File: src/rtl/chimera_memisland_rst_seq.sv
// chimera_memisland_rst_seq: staggered per-bank active-low reset release (power-on + req_valid/ready/mask re-reset; busy_o, done_o, rst_sync_no)
module chimera_memisland_rst_seq #(
  parameter int unsigned NumBanks      = 8,
  parameter int unsigned HoldCycles    = 4,
  parameter int unsigned StaggerCycles = 2
) (
  input  logic                clk_i,
  input  logic                rst_i,
  input  logic                req_valid_i,
  output logic                req_ready_o,
  input  logic [NumBanks-1:0] req_mask_i,
  output logic                busy_o,
  output logic                done_o,
  output logic [NumBanks-1:0] rst_sync_no
);
  localparam int unsigned PW   = NumBanks > 1 ? $clog2(NumBanks) : 1;
  localparam int unsigned CMax = HoldCycles > StaggerCycles ? HoldCycles : StaggerCycles;
  localparam int unsigned CW   = $clog2(CMax + 1);
  localparam logic [CW-1:0] HoldLast = CW'(HoldCycles - 1);
  localparam logic [CW-1:0] StagLast = CW'(StaggerCycles - 1);
  typedef enum logic [1:0] {IDLE, HOLD, RELEASE} state_e;
  state_e              state_q;
  logic [NumBanks-1:0] act_q, rst_q, act_d;
  logic [PW-1:0]       ptr_q;
  logic [CW-1:0]       cnt_q;
  logic                done_q, pend_q, fin;
  function automatic logic [PW-1:0] lowest(input logic [NumBanks-1:0] v);
    lowest = '0;
    for (int i = NumBanks - 1; i >= 0; i--) if (v[i]) lowest = PW'(i);
  endfunction
  always_comb begin
    fin   = state_q == RELEASE && act_q == '0;
    act_d = act_q & ~(NumBanks'(1) << ptr_q);
  end
  assign req_ready_o = state_q == IDLE || fin;
  assign busy_o      = state_q != IDLE;
  assign done_o      = done_q;
  assign rst_sync_no = rst_q;
  always_ff @(posedge clk_i) begin
    if (rst_i) begin
      state_q <= HOLD;
      act_q   <= '1;
      rst_q   <= '0;
      ptr_q   <= '0;
      cnt_q   <= '0;
      done_q  <= 1'b0;
      pend_q  <= 1'b0;
    end else begin
      done_q <= pend_q;
      pend_q <= 1'b0;
      case (state_q)
        HOLD: begin
          if (cnt_q == HoldLast) begin
            state_q <= RELEASE;
            cnt_q   <= '0;
            ptr_q   <= lowest(act_q);
          end else cnt_q <= cnt_q + CW'(1);
        end
        RELEASE: begin
          if (fin) begin
            state_q <= IDLE;
            done_q  <= 1'b1;
          end else if (cnt_q != '0) cnt_q <= cnt_q - CW'(1);
          else begin
            rst_q <= rst_q | (NumBanks'(1) << ptr_q);
            act_q <= act_d;
            ptr_q <= lowest(act_d);
            cnt_q <= act_d != '0 ? StagLast : '0;
          end
        end
        default: ;
      endcase
      if (req_valid_i && req_ready_o) begin
        if (req_mask_i != '0) begin
          rst_q   <= rst_q & ~req_mask_i;
          act_q   <= req_mask_i;
          ptr_q   <= lowest(req_mask_i);
          state_q <= HoldCycles == 1 ? RELEASE : HOLD;
          cnt_q   <= HoldCycles == 1 ? '0 : CW'(1);
        end else begin
          state_q <= IDLE;
          pend_q  <= 1'b1;
        end
      end
    end
  end
endmodule

File: config.mk
export PLATFORM = sky130hd
export DESIGN_NAME = chimera_memisland_rst_seq
export DESIGN_NICKNAME = d
export VERILOG_FILES = /design/src/rtl/chimera_memisland_rst_seq.sv
export SDC_FILE = /design/constraint.sdc
export NUM_CORES = 1
export LEC_CHECK = 0
export BUFFER_PORTS_ARGS = -buffer_cell sky130_fd_sc_hd__buf_2
export CAP_MARGIN = 5
export CORE_ASPECT_RATIO = 0.6
export CORE_MARGIN = 1.5
export CORE_UTILIZATION = 35
export DETAILED_ROUTE_END_ITERATION = 10
export PLACE_DENSITY = 0.53
export SYNTH_ARGS = -nofsm -noshare
export SYNTH_HDL_FRONTEND = slang
export SYNTH_SLANG_ARGS = --single-unit
File: constraint.sdc
create_clock -name clk_i -period 2.5 [get_ports clk_i]
set_input_delay 0.5 -clock clk_i [delete_from_list [all_inputs] [get_ports clk_i]]
set_output_delay 0.5 -clock clk_i [all_outputs]
set_load 0.1 [all_outputs]
==> metrics <==
status=complete, no violations; IO Count=22; Synth area leader=dfxtp_1; total gr overflow=0; Sw Pwr=833 uW; first-pass GRT wire length=between 8000 and 9000 um; final setup TNS=0 ps; CP required=2000 ps; post_cts resized=0; Setup crit end=req_ready_o; area share of the largest cell type after synthesis=29.0%; TritonCTS buffer count=3; Post-synth EDFFs=0; worst hold path type=reg -> reg; Slew Limit Headroom=57.6%; Core Area=4750 um2; Clock power frac=between 15 and 20%; Worst Setup End Kind=output port; Finished Layout Cells=302; CTS Sinks=26; Fill cells=487; final net count=approximately 260; Worst Setup SP=act_q[4]; critical path class=reg -> out; r2r setup slk=360 ps; CTS tree=yes; placed cells=298; Final Cycle Share=between 90% and 100%; Sw Ratio=around half; # Post-CTS Setup Buffers=0; Area Overhead vs Synth=13.1%; top post-synthesis cells by area=dfxtp_1 (29%), ha_1 (4.9%), a21oi_1 (4.5%); cell area after synthesis=about 1800 um2; Post-Syn Nets=236; Die W=95.4 um; Initial Utilization=between 30% and 40%; Root Buffer=clkbuf_8; # setup viols final=0; Tmin final=between 2000 and 2500 ps; Cell Rows=19; number of global-route vias before repair=roughly 1,600; RR Startpoint=ptr_q[0]; share of post-route cells with drive strength above 1=20.1%; Unique masters post-synth=60; drt first-iter violations=~260; HPWL after DPL=4140 um; flops & latches, synth=26; Reg clk slew, reported paths=90 ps; # DRC=0; clock latency on the worst-skew pair=280 ps; maximum clock rate=0.416 GHz; Multi-input gate area=~1200 um2; Post-synth ARST share=0%; clk buf depth=2; RSZ-0062 raised after global routing=false; WL final=around 5300 um; RD Place Congestion=about 0.87; Die Y=roughly 60 um; total vias in the final route=1,763; clock skew=8.24 ps; top-count cell post-synth=dfxtp_1; Sequential Area=520 um2; routed vias/inst=5.84; ANT cells=0; largest net degree at the start of global routing=25; crit path DAT=1900 ps; Reg power frac=34.6%; yosys warns=0; total track usage=20.5%; post-synthesis sequential area ratio=between 20 and 30%; hold buffer count at cts=0; full die area=5580 um2; Reg-to-Reg End=cnt_q[0]; Worst Reg-to-Reg Cells=5; antenna violations before repair=0; final hold violation count=0; port bufs=21; length of the first detailed-routing pass in iterations=4; CP Max Fanout=10; power share of the combinational group=48.6%; CTS H-Tree Depth=1; top_reg_cell synth=dfxtp_1; Slew Viols, Final=0; Avg Cell Area, Syn=8.23 um2; Leak=approximately 0.81 nW; drt wl/cell=17.7 um; Commonest cells post-synth=dfxtp_1 (26), nor2_1 (19), inv_1 (17); peak supply drop=368 uV; cell internal pwr=897 uW; antenna-violating nets left=0; Worst-Margin Slew=636 ps; Startpoint Class=flip-flop; max cap viols=0; Synth Instances=218; Pwr Density=853 nW/um2
## per-stage QoR
step	util [%]	setup WS, ps	hold WS, ps	cell area [um2]	power (mW)
2_1_floorplan	-	481	416	1790	1.21
3_3_place_gp	41.5	315	439	1970	1.45
3_5_place_dp	41.5	338	455	1970	1.43
4_1_cts	42.7	108	468	2030	1.72
5_1_grt	42.7	5.19	500	2030	1.84
6_report	42.7	95.5	463	2030	1.73
## layer usage
metal / global-route usage, % / vias to the layer above / share of wire [%] / wire length (um)
met4: 3.15 / 0 / 0.54 / 29
met1: 34.0 / 809 / 55 / 2930
li1: - / 868 / - / -
met5: 0 / - / 0 / 0
met3: 8.91 / 4 / 11 / 611
met2: 22.8 / 82 / 33 / 1780
## kinds of logic (layout without fill, tap and decap cells)
family	after synthesis	in the layout	synth area share (%)
fa+ha+maj	7	7	4.88
simple gates	86	86	28.6
buf+inv	28	49	6.62
flops	26	26	29.0
compound gates	71	71	30.9
## cell type report
type                            instances  share of cell area (%)
Clock buffer                            4                    2.71
Sequential cell                        26                    25.6
Tap cell                               63                    3.88
Multi-Input combinational cell        164                    56.9
Timing Repair Buffer                   27                    7.40
Inverter                               18                    3.45
## power by group through the flow
stage | Clock [mW] | Sequential (mW) | Combinational (mW)
5_1_grt | 0.317 | 0.610 | 0.913
3_5_place_dp | 0 | 0.605 | 0.826
6_report | 0.291 | 0.599 | 0.840
2_1_floorplan | 0 | 0.554 | 0.651
4_1_cts | 0.294 | 0.595 | 0.829
3_3_place_gp | 0 | 0.605 | 0.845
## registers in the layout, indices dropped and copies added, names as in the netlist
| name | cells |
|---|---|
| state_q | 2 |
| cnt_q | 3 |
| act_q | 8 |
| rst_sync_no | 8 |
| done_o | 1 |
| ptr_q | 3 |
| pend_q | 1 |
## worst max-delay path, cell delays in order, from the launching register on
cell,delay (ps)
dfxtp_1,420
nor4_4,420
a31oi_4,190
inv_4,150
buf_2,440
## layout by cell type (no fill, tap or decap), types with 6 or more instances in the layout
| cell | n |
|---|---|
| nor2_1 | 19 |
| dfxtp_1 | 26 |
| buf_4 | 6 |
| nand3_1 | 11 |
| a21oi_1 | 16 |
| nand2_1 | 13 |
| inv_1 | 17 |
| nand3b_1 | 6 |
| ha_1 | 7 |
| buf_2 | 21 |
| o21ai_0 | 8 |
## worst min-delay path by stage
stage                    from  slack, ps             end  depth (start not counted)
2_1_floorplan          pend_q        420          done_o                          2
3_3_place_gp   rst_sync_no[5]        440  rst_sync_no[5]                          2
3_5_place_dp   rst_sync_no[5]        460  rst_sync_no[5]                          2
4_1_cts        rst_sync_no[5]        470  rst_sync_no[5]                          2
5_1_grt        rst_sync_no[5]        500  rst_sync_no[5]                          2
6_report       rst_sync_no[4]        460  rst_sync_no[4]                          2
Note: power is estimated with default switching activity, not from simulation.
